`src/rtl/mc_pkg.sv`:
```
// Shared encodings for the multicycle MIPS control unit: FSM states, opcodes,
// funct codes and the datapath select encodings driven by the controller.
package mc_pkg;

    typedef enum logic [3:0] {
        FETCH,
        DECODE,
        MEMADR,
        MEMRD,
        MEMWB,
        MEMWR,
        RTYPEEX,
        RTYPEWB,
        BEQEX,
        BNEEX,
        IMMEX,
        IMMWB,
        JEX
    } state_t;

    localparam logic [5:0] OP_RTYPE = 6'b000000;
    localparam logic [5:0] OP_LW    = 6'b100011;
    localparam logic [5:0] OP_SW    = 6'b101011;
    localparam logic [5:0] OP_BEQ   = 6'b000100;
    localparam logic [5:0] OP_BNE   = 6'b000101;
    localparam logic [5:0] OP_ADDI  = 6'b001000;
    localparam logic [5:0] OP_ANDI  = 6'b001100;
    localparam logic [5:0] OP_ORI   = 6'b001101;
    localparam logic [5:0] OP_SLTI  = 6'b001010;
    localparam logic [5:0] OP_J     = 6'b000010;

    localparam logic [5:0] FN_ADD = 6'b100000;
    localparam logic [5:0] FN_SUB = 6'b100010;
    localparam logic [5:0] FN_AND = 6'b100100;
    localparam logic [5:0] FN_OR  = 6'b100101;
    localparam logic [5:0] FN_SLT = 6'b101010;

    localparam logic [2:0] ALU_ADD = 3'b010;
    localparam logic [2:0] ALU_SUB = 3'b110;
    localparam logic [2:0] ALU_AND = 3'b000;
    localparam logic [2:0] ALU_OR  = 3'b001;
    localparam logic [2:0] ALU_SLT = 3'b111;

    localparam logic [1:0] SRCB_B      = 2'b00;
    localparam logic [1:0] SRCB_FOUR   = 2'b01;
    localparam logic [1:0] SRCB_IMM    = 2'b10;
    localparam logic [1:0] SRCB_BRANCH = 2'b11;

    localparam logic [1:0] PC_ALU    = 2'b00;
    localparam logic [1:0] PC_ALUOUT = 2'b01;
    localparam logic [1:0] PC_JUMP   = 2'b10;

endpackage

```
`src/rtl/mc_controller_if.sv`:
```
// Controller <-> datapath/memory bundle. Memory handshake: mem_req is held for
// as long as the access is pending; the access completes in the cycle mem_ready=1.
interface mc_controller_if;
    import mc_pkg::*;

    logic [5:0] op;
    logic [5:0] funct;
    logic       zero;
    logic       mem_ready;

    logic       mem_req;
    logic       memwrite;
    logic       iord;
    logic       irwrite;
    logic       regdst;
    logic       memtoreg;
    logic       regwrite;
    logic       alusrca;
    logic [1:0] alusrcb;
    logic       extop;
    logic [2:0] alucontrol;
    logic [1:0] pcsrc;
    logic       pcen;
    logic       instr_done;
    logic       illegal_op;
    state_t     state;

    modport master (
        input  op, funct, zero, mem_ready,
        output mem_req, memwrite, iord, irwrite, regdst, memtoreg, regwrite,
               alusrca, alusrcb, extop, alucontrol, pcsrc, pcen,
               instr_done, illegal_op, state
    );

    modport slave (
        output op, funct, zero, mem_ready,
        input  mem_req, memwrite, iord, irwrite, regdst, memtoreg, regwrite,
               alusrca, alusrcb, extop, alucontrol, pcsrc, pcen,
               instr_done, illegal_op, state
    );
endinterface

```
`src/rtl/mc_aludec.sv`:
```
// R-type ALU decoder: maps funct to an alucontrol code; unknown functs add.
module mc_aludec
    import mc_pkg::*;
(
    input  logic [5:0] funct,
    output logic [2:0] alucontrol
);
    always_comb begin
        alucontrol = ALU_ADD;
        case (funct)
            FN_ADD:  alucontrol = ALU_ADD;
            FN_SUB:  alucontrol = ALU_SUB;
            FN_AND:  alucontrol = ALU_AND;
            FN_OR:   alucontrol = ALU_OR;
            FN_SLT:  alucontrol = ALU_SLT;
            default: alucontrol = ALU_ADD;
        endcase
    end
endmodule

```
`src/rtl/mc_controller.sv`:
```
// Multicycle MIPS control unit: Moore FSM sequencing the shared datapath, with
// outputs decoded combinationally from the state register.
module mc_controller
    import mc_pkg::*;
(
    input  logic            clk,
    input  logic            reset,
    mc_controller_if.master bus
);
    state_t     state;
    logic [2:0] rtype_alu;

    mc_aludec u_aludec (
        .funct      (bus.funct),
        .alucontrol (rtype_alu)
    );

    assign bus.state = state;

    always_ff @(posedge clk) begin
        if (reset) begin
            state <= FETCH;
        end else begin
            case (state)
                FETCH:   if (bus.mem_ready) state <= DECODE;
                DECODE: begin
                    case (bus.op)
                        OP_LW, OP_SW:                     state <= MEMADR;
                        OP_RTYPE:                         state <= RTYPEEX;
                        OP_BEQ:                           state <= BEQEX;
                        OP_BNE:                           state <= BNEEX;
                        OP_ADDI, OP_ANDI, OP_ORI, OP_SLTI: state <= IMMEX;
                        OP_J:                             state <= JEX;
                        default:                          state <= FETCH;
                    endcase
                end
                MEMADR:  state <= (bus.op == OP_LW) ? MEMRD : MEMWR;
                MEMRD:   if (bus.mem_ready) state <= MEMWB;
                MEMWR:   if (bus.mem_ready) state <= FETCH;
                RTYPEEX: state <= RTYPEWB;
                IMMEX:   state <= IMMWB;
                default: state <= FETCH;
            endcase
        end
    end

    // During reset the state may still be stale, so outputs are forced to the
    // FETCH selects with every enable low.
    always_comb begin
        bus.mem_req    = 1'b0;
        bus.memwrite   = 1'b0;
        bus.iord       = 1'b0;
        bus.irwrite    = 1'b0;
        bus.regdst     = 1'b0;
        bus.memtoreg   = 1'b0;
        bus.regwrite   = 1'b0;
        bus.alusrca    = 1'b0;
        bus.alusrcb    = SRCB_B;
        bus.extop      = 1'b0;
        bus.alucontrol = ALU_ADD;
        bus.pcsrc      = PC_ALU;
        bus.pcen       = 1'b0;
        bus.instr_done = 1'b0;
        bus.illegal_op = 1'b0;
        if (reset) begin
            bus.alusrcb = SRCB_FOUR;
        end else begin
            case (state)
                FETCH: begin
                    bus.mem_req = 1'b1;
                    bus.alusrcb = SRCB_FOUR;
                    bus.irwrite = bus.mem_ready;
                    bus.pcen    = bus.mem_ready;
                end
                DECODE: begin
                    bus.alusrcb = SRCB_BRANCH;
                    case (bus.op)
                        OP_LW, OP_SW, OP_RTYPE, OP_BEQ, OP_BNE, OP_ADDI,
                        OP_ANDI, OP_ORI, OP_SLTI, OP_J: bus.illegal_op = 1'b0;
                        default:                        bus.illegal_op = 1'b1;
                    endcase
                end
                MEMADR: begin
                    bus.alusrca = 1'b1;
                    bus.alusrcb = SRCB_IMM;
                end
                MEMRD: begin
                    bus.mem_req = 1'b1;
                    bus.iord    = 1'b1;
                end
                MEMWB: begin
                    bus.memtoreg   = 1'b1;
                    bus.regwrite   = 1'b1;
                    bus.instr_done = 1'b1;
                end
                MEMWR: begin
                    bus.mem_req    = 1'b1;
                    bus.memwrite   = 1'b1;
                    bus.iord       = 1'b1;
                    bus.instr_done = bus.mem_ready;
                end
                RTYPEEX: begin
                    bus.alusrca    = 1'b1;
                    bus.alucontrol = rtype_alu;
                end
                RTYPEWB: begin
                    bus.regdst     = 1'b1;
                    bus.regwrite   = 1'b1;
                    bus.instr_done = 1'b1;
                end
                BEQEX, BNEEX: begin
                    bus.alusrca    = 1'b1;
                    bus.alucontrol = ALU_SUB;
                    bus.pcsrc      = PC_ALUOUT;
                    bus.pcen       = (state == BEQEX) ? bus.zero : ~bus.zero;
                    bus.instr_done = 1'b1;
                end
                IMMEX: begin
                    bus.alusrca = 1'b1;
                    bus.alusrcb = SRCB_IMM;
                    case (bus.op)
                        OP_ANDI: begin bus.alucontrol = ALU_AND; bus.extop = 1'b1; end
                        OP_ORI:  begin bus.alucontrol = ALU_OR;  bus.extop = 1'b1; end
                        OP_SLTI: bus.alucontrol = ALU_SLT;
                        default: bus.alucontrol = ALU_ADD;
                    endcase
                end
                IMMWB: begin
                    bus.regwrite   = 1'b1;
                    bus.instr_done = 1'b1;
                end
                JEX: begin
                    bus.pcsrc      = PC_JUMP;
                    bus.pcen       = 1'b1;
                    bus.instr_done = 1'b1;
                end
                default: bus.alusrcb = SRCB_FOUR;
            endcase
        end
    end
endmodule

```
`src/flat_wrapper.sv`:
```
// flat-port wrapper written by rule: the top's interface ports become plain ports
module mc_controller_flat import mc_pkg::*;
  (clk, reset, bus_op, bus_funct, bus_zero, bus_mem_ready, bus_mem_req, bus_memwrite, bus_iord, bus_irwrite, bus_regdst, bus_memtoreg, bus_regwrite, bus_alusrca, bus_alusrcb, bus_extop, bus_alucontrol, bus_pcsrc, bus_pcen, bus_instr_done, bus_illegal_op, bus_state);
  mc_controller_if bus_i ();
  input  logic clk;
  input  logic reset;
  input wire logic [$bits(bus_i.op)-1:0] bus_op;
  input wire logic [$bits(bus_i.funct)-1:0] bus_funct;
  input wire logic [$bits(bus_i.zero)-1:0] bus_zero;
  input wire logic [$bits(bus_i.mem_ready)-1:0] bus_mem_ready;
  output wire logic [$bits(bus_i.mem_req)-1:0] bus_mem_req;
  output wire logic [$bits(bus_i.memwrite)-1:0] bus_memwrite;
  output wire logic [$bits(bus_i.iord)-1:0] bus_iord;
  output wire logic [$bits(bus_i.irwrite)-1:0] bus_irwrite;
  output wire logic [$bits(bus_i.regdst)-1:0] bus_regdst;
  output wire logic [$bits(bus_i.memtoreg)-1:0] bus_memtoreg;
  output wire logic [$bits(bus_i.regwrite)-1:0] bus_regwrite;
  output wire logic [$bits(bus_i.alusrca)-1:0] bus_alusrca;
  output wire logic [$bits(bus_i.alusrcb)-1:0] bus_alusrcb;
  output wire logic [$bits(bus_i.extop)-1:0] bus_extop;
  output wire logic [$bits(bus_i.alucontrol)-1:0] bus_alucontrol;
  output wire logic [$bits(bus_i.pcsrc)-1:0] bus_pcsrc;
  output wire logic [$bits(bus_i.pcen)-1:0] bus_pcen;
  output wire logic [$bits(bus_i.instr_done)-1:0] bus_instr_done;
  output wire logic [$bits(bus_i.illegal_op)-1:0] bus_illegal_op;
  output wire logic [$bits(bus_i.state)-1:0] bus_state;
  assign bus_i.op = bus_op;
  assign bus_i.funct = bus_funct;
  assign bus_i.zero = bus_zero;
  assign bus_i.mem_ready = bus_mem_ready;
  assign bus_mem_req = bus_i.mem_req;
  assign bus_memwrite = bus_i.memwrite;
  assign bus_iord = bus_i.iord;
  assign bus_irwrite = bus_i.irwrite;
  assign bus_regdst = bus_i.regdst;
  assign bus_memtoreg = bus_i.memtoreg;
  assign bus_regwrite = bus_i.regwrite;
  assign bus_alusrca = bus_i.alusrca;
  assign bus_alusrcb = bus_i.alusrcb;
  assign bus_extop = bus_i.extop;
  assign bus_alucontrol = bus_i.alucontrol;
  assign bus_pcsrc = bus_i.pcsrc;
  assign bus_pcen = bus_i.pcen;
  assign bus_instr_done = bus_i.instr_done;
  assign bus_illegal_op = bus_i.illegal_op;
  assign bus_state = bus_i.state;
  mc_controller u_core (.clk(clk), .reset(reset), .bus(bus_i));
endmodule
```
`config.mk`:
```
export PLATFORM = sky130hd
export DESIGN_NAME = mc_controller_flat
export DESIGN_NICKNAME = d
export VERILOG_FILES = /design/src/rtl/mc_pkg.sv /design/src/rtl/mc_controller_if.sv /design/src/rtl/mc_aludec.sv /design/src/rtl/mc_controller.sv /design/src/flat_wrapper.sv
export SDC_FILE = /design/constraint.sdc
export NUM_CORES = 1
export LEC_CHECK = 0
export BUFFER_PORTS_ARGS = -buffer_cell sky130_fd_sc_hd__clkbuf_2
export CAP_MARGIN = 25
export CORE_UTILIZATION = 30
export DETAILED_ROUTE_END_ITERATION = 8
export HOLD_SLACK_MARGIN = 0.02
export PLACE_DENSITY = 0.53
export SLEW_MARGIN = 20
export SYNTH_ARGS = -nofsm -noshare
export SYNTH_HDL_FRONTEND = slang
export SYNTH_SLANG_ARGS = --single-unit
```
`constraint.sdc`:
```
create_clock -name clk -period 2 [get_ports clk]
set_clock_uncertainty 0.05 [all_clocks]
set_input_delay 0.3 -clock clk [delete_from_list [all_inputs] [get_ports clk]]
set_output_delay 0.3 -clock clk [all_outputs]
set_load 0.01 [all_outputs]
```
==> results_dict.tcl <==
set metrics [dict create \
    fin_crit_ns 1.908 \
    worstSetupPathType "reg -> out" \
    instances_no_fill 191 \
    rows 18 \
    cts_tree "built" \
    fmax_ghz 0.5241 \
    synth_top_cell_area_share_pct 10.16 \
    coreArea_um2 2477 \
    path_max_fanout 8 \
    post-route-drc-count 0 \
    fp.dieW_um 53.26 \
    finalWorstSetupSlack_ns 0.09182 \
    maxSlewHeadroom_pct 77.06 \
    drive_gt1_share_pct 42.24 \
    drt_iter0_markers 12 \
    ctsHtreeMaxLevel 1 \
    synth_area_um2 788.3 \
    grt_pass1_vias 969 \
    yosysMostFrequentCell "nor2_1" \
    io_buffers 38 \
    ys_types 46 \
    hold_buffers 0 \
    synthTopCellsByArea "dfxtp_1 (10%), nor2_1 (7.1%), a21oi_1 (6.3%), nor3_1 (6.3%), nor2b_1 (5.6%)" \
    clock_sinks 4 \
    worst_pin_slew_ns 0.3429 \
    hp-class "in -> reg" \
    synthCells 119 \
    gp_congestion 0.8339 \
    cts.path.max_buffers 2 \
    synth_seq_cells 4 \
    first_pass_iters 4 \
    clk_pin_slew_worst_paths_ns 0.04 \
    die_height_um 53.26 \
    arrival_ns 1.56 \
    finalMaxSlewViolations 0 \
    setup_tns_ns 0 \
    drv_cap 0 \
    vias_per_cell 5.387 \
    syn_nets 135 \
    vdd_drop_max_mv 0.1475 \
    status "finished, final reports clean" \
    power_density_nw_per_um2 291.9 \
    required_ns 1.65 \
    p_leak_nw 0.5258 \
    routed_wl_um 2427 \
    wl_met3_um 94 \
    grt_usage_pct 18.12 \
    synth.top_cells.by_count "nor2_1 (15), a21oi_1 (10), nor3_1 (10)" \
    setup_viol 0 \
    async_flop_share_pct 0 \
    grt_start_max_net_pins 17 \
    avgSynthCellArea_um2 6.624 \
    regMostFlops "u_core.bus.state" \
    syn2layout_area_growth_pct 39.05 \
    final_area_um2 1096 \
    yosys_warnings 0 \
    cp-end-kind "output pin" \
    dp_cells 188 \
    fin_hold_ws_ns 0.3827 \
    dpl_cell_area_um2 1039 \
    utilization_pct 44.24 \
    min_period_over_period_pct 95.41 \
    wl_met1_um 1094 \
    clk-insertion-delay-late_ns 0.23 \
    io_pins 39 \
    startpoint_type "flip-flop" \
    num_vias 1029 \
    antennaDiodeCount 0 \
    cts_made_buffers 3 \
    finalPower_mw 0.3200 \
    final_antenna_net_count 0 \
    wl_met2_um 1216 \
    largest_reg_flops 4 \
    routed.top_layer "met4" \
    layout.nets 179 \
    grt_pass1_wl_um 3870 \
    synth_edf_count 0 \
    cts-root-buf "clkbuf_4" \
    synthFlopType "dfxtp_1" \
    dp_hpwl_um 1932 \
    finalHoldViolations 0 \
    ys_seq_area_share_pct 10.16 \
    yosys.area.top_type "dfxtp_1" \
    antenna_found_initial 0 \
    reg_top3 "u_core.bus.state: 4 flops" \
    postCtsSetupBuffers 0 \
    place_ws_ns 0.09239 \
    die_area_um2 2837 \
    r2r_slack_ns 0.40 \
    start_util_pct 31.82 \
    drt-wirelength-per-cell_um 12.71 \
    grt_overflow 0 \
]
worst paths after layout:
kind | start | endpoint | cells after the start
worst min register to register | u_core.bus.state[2] | u_core.bus.state[2] | 1
worst max register to register | u_core.bus.state[3] | u_core.bus.state[1] | 5
worst max-delay path | u_core.bus.state[1] | bus_illegal_op | 4
worst min-delay path | reset | u_core.bus.state[3] | 3
area by class of cell:
class                           instances  area, µm²
Inverter                                3      11.26
Clock buffer                            3      22.52
Timing Repair Buffer                   48      269.0
Multi-Input combinational cell        103      669.4
Fill cell                             274       1381
Tap cell                               30      37.54
Sequential cell                         4      86.33
cell usage in the layout, fill, tap and decap left out, types with 2 or more instances in the layout:
| cell | synthesis | layout |
|---|---|---|
| nor4_1 | 3 | 3 |
| clkbuf_2 | 0 | 38 |
| nand3_1 | 3 | 3 |
| o21ai_0 | 2 | 2 |
| nor3b_1 | 3 | 2 |
| clkbuf_4 | 0 | 3 |
| buf_4 | 0 | 9 |
| nor3_1 | 10 | 8 |
| nand2_1 | 9 | 9 |
| o21ba_1 | 3 | 3 |
| and4b_1 | 2 | 2 |
| inv_2 | 2 | 2 |
| or4_1 | 2 | 2 |
| o21ai_1 | 2 | 2 |
| nor2b_1 | 7 | 6 |
| a32oi_1 | 2 | 2 |
| a21oi_1 | 10 | 10 |
| nand4_1 | 2 | 2 |
| dfxtp_2 | 0 | 2 |
| nand2b_1 | 3 | 3 |
| a31oi_1 | 3 | 3 |
| nor2_1 | 15 | 15 |
| nor3_2 | 0 | 2 |
layer usage:
metal / vias to the layer above / GRT usage (%)
li1: 531 / -
met1: 469 / 21.15
met2: 27 / 32.92
met3: 2 / 0.8621
met4: 0 / 8.772
met5: - / 0
critical path: stages, from the launching register on:
cell and delay (ns):
dfxtp_2 0.35, or3_4 0.43, nand2b_1 0.21, nor3_2 0.19
clkbuf_2 0.15
logic make-up after synthesis:
family,Yosys count,synth area share (%)
AOI/OAI and AO/OA,32,29.84
DFF,4,10.16
xor gates and xnor gates,1,1.111
buffers and inverters,12,8.094
and+or+nand+nor,70,50.79
power by group:
part	switching, mW	internal [mW]
combinational	0.0696	0.0592
clock	0.0317	0.0670
sequential	0.00920	0.0833
total	0.110	0.209
what timing repair did:
action,in CTS,in global routing
resized for setup,4,7
endpoints found under the setup margin,3,7
pin swaps,0,1
Power figures use the tool's default switching activity.
